==> src/rtl/bp_pkg.sv <==
// -----------------------------------------------------------------------------
// bp_pkg
// Shared definitions for the branch predictor: 2-bit saturating counter
// encodings, the counter values used at reset and on allocation, and the
// saturating next-state function.
// -----------------------------------------------------------------------------
package bp_pkg;

  // Counter encodings: the MSB is the taken/not-taken prediction.
  localparam logic [1:0] SNT = 2'd0;  // strong not-taken
  localparam logic [1:0] WNT = 2'd1;  // weak not-taken
  localparam logic [1:0] WT  = 2'd2;  // weak taken
  localparam logic [1:0] ST  = 2'd3;  // strong taken

  // Every entry starts weakly not-taken; a fresh allocation (only ever made
  // for a taken branch) starts weakly taken.
  localparam logic [1:0] CTR_RESET = WNT;
  localparam logic [1:0] CTR_ALLOC = WT;

  // Saturating step: never wraps from ST to SNT or from SNT to ST.
  function automatic logic [1:0] sat_update(input logic [1:0] ctr, input logic taken);
    logic [1:0] next;
    if (taken) begin
      next = (ctr == ST) ? ST : ctr + 2'd1;
    end else begin
      next = (ctr == SNT) ? SNT : ctr - 2'd1;
    end
    return next;
  endfunction

endpackage

==> src/rtl/bp_sat_counter.sv <==
// -----------------------------------------------------------------------------
// bp_sat_counter
// Pure combinational next-state function for one 2-bit saturating counter.
// Ports:
//   i_ctr       current counter value
//   i_taken     resolved branch outcome
//   o_ctr_next  counter value after training with i_taken
// -----------------------------------------------------------------------------
module bp_sat_counter
  import bp_pkg::*;
(
  input  logic [1:0] i_ctr,
  input  logic       i_taken,
  output logic [1:0] o_ctr_next
);

  assign o_ctr_next = sat_update(i_ctr, i_taken);

endmodule

==> src/rtl/branch_predictor.sv <==
// -----------------------------------------------------------------------------
// branch_predictor
// Fetch-side predictor: direct-mapped table of 2-bit saturating counters with
// a branch target buffer, trained by resolved branch outcomes from EX.
//
// Ports:
//   clk, rst           clock (rising edge), asynchronous active-high reset
//   lookup_pc          PC in IF; lookup is combinational
//   predict_taken      1 when the entry hits and its counter MSB is set
//   predict_target     stored target when predict_taken, else 0
//   update_valid       a conditional branch resolved in EX this cycle
//   update_pc          PC of the resolved branch
//   update_taken       resolved outcome
//   update_target      resolved target
//   update_predicted   prediction carried down the pipe with the branch
//   mispredict         registered; pulses the cycle after a wrong prediction
//
// Optional build macro BP_STATS_EN adds:
//   branch_count       number of resolved branches (wraps mod 2^32)
//   mispredict_count   number of mispredicted branches (wraps mod 2^32)
//
// Handshake: update_* is a one-cycle valid-only strobe; there is no ready,
// every cycle with update_valid=1 is consumed at the next rising edge and
// update_* are ignored entirely while update_valid=0.
// -----------------------------------------------------------------------------
module branch_predictor
  import bp_pkg::*;
#(
  parameter int PC_WIDTH   = 32,
  parameter int INDEX_BITS = 4,
  parameter int TAG_BITS   = 8
) (
  input  logic                clk,
  input  logic                rst,
  input  logic [PC_WIDTH-1:0] lookup_pc,
  output logic                predict_taken,
  output logic [PC_WIDTH-1:0] predict_target,
  input  logic                update_valid,
  input  logic [PC_WIDTH-1:0] update_pc,
  input  logic                update_taken,
  input  logic [PC_WIDTH-1:0] update_target,
  input  logic                update_predicted,
`ifdef BP_STATS_EN
  output logic [31:0]         branch_count,
  output logic [31:0]         mispredict_count,
`endif
  output logic                mispredict
);

  localparam int ENTRIES = 1 << INDEX_BITS;
  localparam int TAG_LO  = INDEX_BITS + 2;
  localparam int TAG_HI  = INDEX_BITS + TAG_BITS + 1;

  // Table state
  logic                r_valid  [ENTRIES];
  logic [TAG_BITS-1:0] r_tag    [ENTRIES];
  logic [1:0]          r_ctr    [ENTRIES];
  logic [PC_WIDTH-1:0] r_target [ENTRIES];
  logic                r_mispredict;

  // Lookup side
  logic [INDEX_BITS-1:0] w_idx;
  logic [TAG_BITS-1:0]   w_tag;
  logic                  w_hit;
  logic                  w_predict_taken;

  // Update side
  logic [INDEX_BITS-1:0] w_u_idx;
  logic [TAG_BITS-1:0]   w_u_tag;
  logic                  w_u_hit;
  logic [1:0]            w_u_ctr_next;
  logic                  w_u_wrong;

  // PC bits outside index/tag (word offset and high bits) do not take part.
  logic w_unused_pc_bits;
  assign w_unused_pc_bits = ^{lookup_pc[1:0], lookup_pc[PC_WIDTH-1:TAG_HI+1],
                              update_pc[1:0], update_pc[PC_WIDTH-1:TAG_HI+1]};

  assign w_idx = lookup_pc[INDEX_BITS+1:2];
  assign w_tag = lookup_pc[TAG_HI:TAG_LO];

  // Reads the registered table only, so a same-cycle update is not bypassed.
  assign w_hit           = r_valid[w_idx] && (r_tag[w_idx] == w_tag);
  assign w_predict_taken = w_hit && r_ctr[w_idx][1];
  assign predict_taken   = w_predict_taken;
  assign predict_target  = w_predict_taken ? r_target[w_idx] : '0;

  assign w_u_idx   = update_pc[INDEX_BITS+1:2];
  assign w_u_tag   = update_pc[TAG_HI:TAG_LO];
  assign w_u_hit   = r_valid[w_u_idx] && (r_tag[w_u_idx] == w_u_tag);
  assign w_u_wrong = update_taken != update_predicted;

  bp_sat_counter u_sat_counter (
    .i_ctr      (r_ctr[w_u_idx]),
    .i_taken    (update_taken),
    .o_ctr_next (w_u_ctr_next)
  );

  always_ff @(posedge clk or posedge rst) begin
    if (rst) begin
      for (int i = 0; i < ENTRIES; i++) begin
        r_valid[i]  <= 1'b0;
        r_tag[i]    <= '0;
        r_ctr[i]    <= CTR_RESET;
        r_target[i] <= '0;
      end
      r_mispredict <= 1'b0;
    end else begin
      // Gating by update_valid keeps junk on update_* out of the state.
      r_mispredict <= update_valid && w_u_wrong;
      if (update_valid) begin
        if (w_u_hit) begin
          r_ctr[w_u_idx] <= w_u_ctr_next;
          if (update_taken) begin
            r_target[w_u_idx] <= update_target;
          end
        end else if (update_taken) begin
          // Taken miss evicts whatever occupies the slot.
          r_valid[w_u_idx]  <= 1'b1;
          r_tag[w_u_idx]    <= w_u_tag;
          r_ctr[w_u_idx]    <= CTR_ALLOC;
          r_target[w_u_idx] <= update_target;
        end
      end
    end
  end

  assign mispredict = r_mispredict;

`ifdef BP_STATS_EN
  logic [31:0] r_branch_count;
  logic [31:0] r_mispredict_count;

  always_ff @(posedge clk or posedge rst) begin
    if (rst) begin
      r_branch_count     <= '0;
      r_mispredict_count <= '0;
    end else if (update_valid) begin
      r_branch_count <= r_branch_count + 32'd1;
      if (w_u_wrong) begin
        r_mispredict_count <= r_mispredict_count + 32'd1;
      end
    end
  end

  assign branch_count     = r_branch_count;
  assign mispredict_count = r_mispredict_count;
`endif

endmodule

==> config.mk <==
export PLATFORM = sky130hd
export DESIGN_NAME = branch_predictor
export DESIGN_NICKNAME = d
export VERILOG_FILES = /design/src/rtl/bp_pkg.sv /design/src/rtl/bp_sat_counter.sv /design/src/rtl/branch_predictor.sv
export SDC_FILE = /design/constraint.sdc
export NUM_CORES = 1
export LEC_CHECK = 0
export ABC_AREA = 0
export CORE_ASPECT_RATIO = 1.75
export CORE_MARGIN = 3
export CORE_UTILIZATION = 57
export CTS_CLUSTER_DIAMETER = 30
export CTS_CLUSTER_SIZE = 20
export DETAILED_ROUTE_END_ITERATION = 12
export GPL_TIMING_DRIVEN = 0
export PLACE_DENSITY = 0.8
export SLEW_MARGIN = 10
export SYNTH_ARGS = -nofsm -noshare
export SYNTH_HDL_FRONTEND = slang
export SYNTH_HIERARCHICAL = 1
export SYNTH_SLANG_ARGS = --single-unit
==> constraint.sdc <==
create_clock -name clk -period 59.3 [get_ports clk]
set_input_delay 11.86 -clock clk [delete_from_list [all_inputs] [get_ports clk]]
set_output_delay 11.86 -clock clk [all_outputs]
set_load 0.005 [all_outputs]
==> run_results.csv <==
group,metric,value,unit
status,outcome,"complete, no violations",
pwr,irDropWorstVdd,38.2,uV
timing,drv_slew,0,
cells_and_area,finalNonFillerCells,3146,
worst_hold_path,hold_path.class,"flop to flop",
global_route,globalRouteOverflowTotal,0,
placement,dp.cells,2963,
floorplan,die_w,188,um
cells_and_area,fillCellCount,3893,
global_route,grt_first_pass_wirelength,140,mm
routing,drc,0,
synth,yosys.area.top_type,"dfrtp_1",
setup_path,criticalPathCategory,"input port to output pin",
timing,final.period_utilization,0.504,
clock_network,cts_max_level,3,
worst_hold_path,hp-start,"r_ctr[22]",
routing,dr_wl_met3,5.01,mm
global_route,grtUsageTotal,0.303,
placement,portBuffers,87,
synth,synth_top_area_share,0.507,
synth,yosysUniqueCellTypes,58,
floorplan,num_io_pins,135,
setup_path,crit_slowest_cell,"buf_1",
setup_path,critPathCaptureType,"output pin",
timing,fmax,33.5,MHz
timing,rsz0062_at_grt,"no",
synth,synthCells,2104,
cells_and_area,layout-drive-gt1-share,0.482,
cells_and_area,regArea,0.0173,mm^2
routing,wl_per_cell,29.3,um
clock_network,clockBufferDepth,3,
synth,ys.flop_type,"dfrtp_1",
synth,synth-edff-count,0,
clock_network,clk_latency,660,ps
floorplan,core-area,0.0575,mm^2
synth,yosys_warnings,6,
pwr,powerDensity,37.5,mW/mm^2
clock_network,cts-root-buf,"clkbuf_16",
cells_and_area,area_growth,16.4,%
setup_path,critPathArrivalTime,18010,ps
clock_network,clock-sinks,689,
setup_path,startpoint_type,"input port",
routing,vias,20600,
floorplan,initial_core_util,0.578,
placement,hpwlAfterDp,61.4,mm
placement,place.gp.congestion,0.897,
setup_path,crit_fanout,10,
synth,yosysMostFrequentCell,"dfrtp_1",
routing,dr.pass1.iters,6,
timing,tns,0,ps
routing,wl_met1,31.7,mm
global_route,grt_max_degree,132,
clock_network,ctsResizeCount,0,
timing,setup_viol,0,
floorplan,rows,116,
synth,ys_seq_area_frac,0.520,
routing,drt_iter0_drc,1664,
cells_and_area,layout.nets,2395,
floorplan,dieHeight,325,um
synth,avgSynthCellArea,15.8,um^2
clock_network,postCtsSetupBuffers,0,
cells_and_area,multi_input_area,0.0151,mm^2
pwr,p_leak,16.6,nW
setup_path,rr_startpoint,"r_tag[78]",
synth,async_reset_ff_frac,1.00,
synth,synth_seq_cells,689,
setup_path,slowest_delay,900,ps
timing,hold_violations,0,
global_route,antenna_found_initial,3,
synth,synth_commonest_cells,"dfrtp_1 (673), mux2_2 (625), mux4_2 (240)",
timing,fin_crit,29870,ps
floorplan,die_area,0.0613,mm^2
setup_path,worstSetupStartpoint,"lookup_pc[4]",
synth,synth_fp_nets,2205,
routing,wl,92.1,mm
routing,ant_nets,0,
synth,yosys-top-cells-area,"dfrtp_1 (51%), mux2_2 (21%), mux4_2 (16%)",
synth,syn-cell-area,0.0332,mm^2
clock_network,clk_pin_slew,60,ps
routing,wl_met2,49.2,mm
routing,top_layer_used,"met5",
setup_path,required,47440,ps
timing,fin_skew,30.7,ps
setup_path,path_cells,"clkdlybuf4s50_1 -> buf_2 -> buf_2 -> buf_1 -> mux2i_1 -> mux2i_1 -> xor2_1 -> nor4_1 -> nand4_1 -> clkbuf_1 -> nor2b_1 -> clkdlybuf4s50_1",
global_route,grt_pass1_vias,23000,
clock_network,cts_hold_buf,0,
routing,vias_per_cell,6.56,
job,maxCapViolCount,0,
timing,worst_slew_pin_slew,1220,ps
clock_network,cts_tree,"yes",
clock_network,cts_made_buffers,96,
timing,slew_headroom,0.189,
state kept, by name, summed over array words and instances, names as in the netlist:
signal and flops:
r_target 512, mispredict 1, r_ctr 32, r_tag 128, r_valid 16
metrics by stage:
step	cell area (um^2)	total power, mW	worst slack (ps)	hold slack [ps]	util
detailed placement	35200	0.847	29670	480	0.612
CTS	38600	1.45	29640	488	0.672
floorplan	33200	0.781	28150	449	-
global route	38600	1.50	29600	507	0.672
finish	38700	1.45	29430	494	0.673
global placement	35100	0.827	22230	464	0.610
logic make-up (layout without fill, tap and decap cells):
family | count (synthesis) | after routing | share of synthesized area
muxes | 913 | 913 | 0.393
DFF | 689 | 689 | 0.520
and+or+nand+nor | 200 | 200 | 0.0334
buffers and inverters | 194 | 467 | 0.0252
AOI/OAI and AO/OA | 92 | 92 | 0.0240
xor gates and xnor gates | 14 | 14 | 0.00369
adders and majority gates | 2 | 2 | 0.000678
other | 0 | 2 | 0
report_power, final:
| part | leakage, nW | total, mW | internal [mW] | switching, mW |
|---|---|---|---|---|
| logic | 6.20 | 0.230 | 0.140 | 0.0903 |
| clock network | 1.65 | 0.605 | 0.368 | 0.238 |
| registers | 8.74 | 0.614 | 0.560 | 0.0535 |
| total | 16.6 | 1.45 | 1.07 | 0.381 |
critical path: cells and delay by family:
kind                      cells  cell delay, ps
and+or+nand+nor               3            2030
buffers and inverters         6            3490
xor gates and xnor gates      1             200
muxes                         2             400
cell type report:
class	count	area share
clock inverters	69	0.0217
plain buffers	184	0.0207
diodes	2	0.000129
clock buffers	112	0.0674
repair buffers	92	0.0261
multi-input cells	1221	0.391
inverters	10	0.00117
well taps	767	0.0248
flip-flops and latches	689	0.447
cell usage in the layout (no fill, tap or decap), drive strengths merged, types with 3 or more instances in the layout:
cell	count
a211oi	6
a21oi	6
a22oi	11
and2	3
and3	11
buf	71
bufinv	10
clkbuf	230
clkdlybuf4s50	87
clkinv	19
clkinvlp	15
dfrtp	673
dfstp	16
inv	35
mux2	642
mux2i	27
mux4	244
nand2	35
nand2b	21
nand3	26
nor2	31
nor2b	43
nor3	12
nor4	6
nor4b	3
o211ai	8
o21ai	36
o21bai	5
o311ai	5
o31a	4
o31ai	6
xnor2	4
xor2	10
path summary, 6_finish.rpt:
| check | end | slack, ps | depth (start not counted) |
|---|---|---|---|
| worst min register to register | r_ctr[22] | 490 | 2 |
| worst max-delay path | predict_target[14] | 29430 | 12 |
| worst min-delay path | r_ctr[22] | 490 | 2 |
| min in group asynchronous | r_target[37] | 11750 | 2 |
| max in group asynchronous | r_target[253] | 45330 | 5 |
| worst max register to register | r_tag[122] | 55870 | 9 |
per-layer routing:
| metal | vias up | track usage |
|---|---|---|
| li1 | 8364 | - |
| met1 | 11000 | 0.339 |
| met2 | 915 | 0.539 |
| met3 | 335 | 0.0520 |
| met4 | 2 | 0.182 |
| met5 | - | 0 |
(Power assumes the default switching activity.)
==> variant (same settings) <==
Set the parameter `TAG_BITS` to 10 (it was 8).
--- a/src/rtl/branch_predictor.sv
+++ b/src/rtl/branch_predictor.sv
@@ -29,5 +29,5 @@
   parameter int PC_WIDTH   = 32,
   parameter int INDEX_BITS = 4,
-  parameter int TAG_BITS   = 8
+  parameter int TAG_BITS   = 10
 ) (
   input  logic                clk,
Check against the original RTL: not settled (the Yosys comparison gave no result); the edit may change what the design does.
==> variant against the original RTL <==
Die area grew 3.6%. Synthesized cell count grew 4.5%. Area after synthesis rose by 3.7%. Cell area is 4.2% higher. Register-to-register slack got worse by 0.11 ns. Maximum frequency is 2.6% higher. Sequential cell count up 32. Routed wire length rose by 4.2%. Power rose by 6.4%. Sequential power rose by 4.7%. Setup slack gained 0.76 ns. Critical endpoint is now predict_target[12]. Largest cell class unchanged.
==> variant: results (changes against the original RTL) <==
- Fraction of layout cells with a size suffix above 1: 48.2% (about the same)
- Met1 WL: 33.2 mm (+4.7%)
- VDD IR max: 25.8 µV (-32%)
- Initial DRC Count: 1,606 (-3.5%)
- Wire length per cell: 29.3 µm (+0.14%)
- Status: completed
- Sequential cell area fraction in the yosys report: 52.4% (+0.46 points)
- Syn_area_per_cell: 15.7 µm² (-0.71%)
- CP max stage cell: clkbuf_1
- Via Count: 21,300 (+3.4%)
- Nets: 2,497 (+4.3%)
- Synth top cells by count: dfrtp_1 (705), mux2_2 (675), mux4_2 (249), clkbuf_1 (118), nor2b_1 (42)
- Synth cell types: 48 (-17%)
- Syn nets: 2,299 (+4.3%)
- Routed wl met2: 49.6 mm (+0.85%)
- DR vias/cell: 6.52 (-0.57%)
- Biggest regs: r_target x512, r_tag x160, r_ctr x32
- HPWL after DPL: 63.7 mm (+3.7%)
- Pleak: 0.0175 µW (+5.5%)
- Met3 wire len: 5.82 mm (+16%)
- Initial antenna violation count: 4 (+1)
- Cell area after placement: 36,400 µm² (+3.5%)
- First-pass GRT wire length: 146 mm (+4.1%)
- PortBufs: 81 (-6.9%)
- DP Cell Count: 3,066 (+3.5%)
- Gpl congestion: 0.915 (+2.0%)
variant: layer usage:
metal | up-vias | global-route usage, %
met3 | 412 | 5.39
met1 | 11300 | 34.9
met2 | 909 | 52.7
met4 | 0 | 20.6
li1 | 8692 | -
met5 | - | 0
variant: cell families after synthesis:
kind of cell | after synthesis | share of synthesized area [%]
adders and majority gates | 2 | 0.0654
AOI/OAI and AO/OA | 91 | 1.92
muxes | 965 | 39.5
DFF | 721 | 52.4
and+or+nand+nor | 169 | 2.71
buffers and inverters | 229 | 2.82
xor gates and xnor gates | 21 | 0.534
variant: power by group:
part / internal, µW / switching, µW
sequential: 586 / 57.2
clock: 411 / 254
combinational: 143 / 89.6
total: 1140 / 401
variant: metrics by stage:
stage / utilization, % / setup slack [ns] / power, µW / hold WS (ns)
2_1_floorplan: - / 27.24 / 811 / 0.451
5_1_grt: 67.7 / 30.00 / 1590 / 0.500
4_1_cts: 67.7 / 30.16 / 1540 / 0.489
6_report: 67.7 / 30.19 / 1540 / 0.486
3_3_place_gp: 60.9 / 21.07 / 858 / 0.466
3_5_place_dp: 61.2 / 30.16 / 879 / 0.476
variant: final timing paths:
check,startpoint,endpoint,slack [ns],cells past startpoint
worst max-delay path,lookup_pc[3],predict_target[12],30.19,11
worst min-delay path,r_ctr[30]$_DFFE_PP1P_,r_ctr[30]$_DFFE_PP1P_,0.49,1
worst max register to register,r_tag[23]$_DFFE_PP0P_,r_tag[71]$_DFFE_PP0P_,55.76,8
worst min register to register,r_ctr[30]$_DFFE_PP1P_,r_ctr[30]$_DFFE_PP1P_,0.49,1
max in group asynchronous,rst,r_target[378]$_DFFE_PP0P_,45.53,5
min in group asynchronous,rst,r_target[294]$_DFFE_PP0P_,11.71,2
variant: worst register-to-register path, stage by stage (launching register included):
cell     delay (ns)
dfrtp_1        0.41
mux4_2         0.48
mux4_2         0.48
xnor2_1        0.16
nand2_1        0.22
nor4_4         0.57
or2_2          0.24
buf_2          0.46
mux2_2         0.40
variant: cell type report:
class                   instances  area, µm²
multi-input cells            1248      15400
flip-flops and latches        721      18100
inverters                      24       97.6
well taps                     780        976
diodes                          4       10.0
fillers                      3920      19200
plain buffers                 205        883
repair buffers                 88        991
clock buffers                 128       2870
clock inverters                75        967
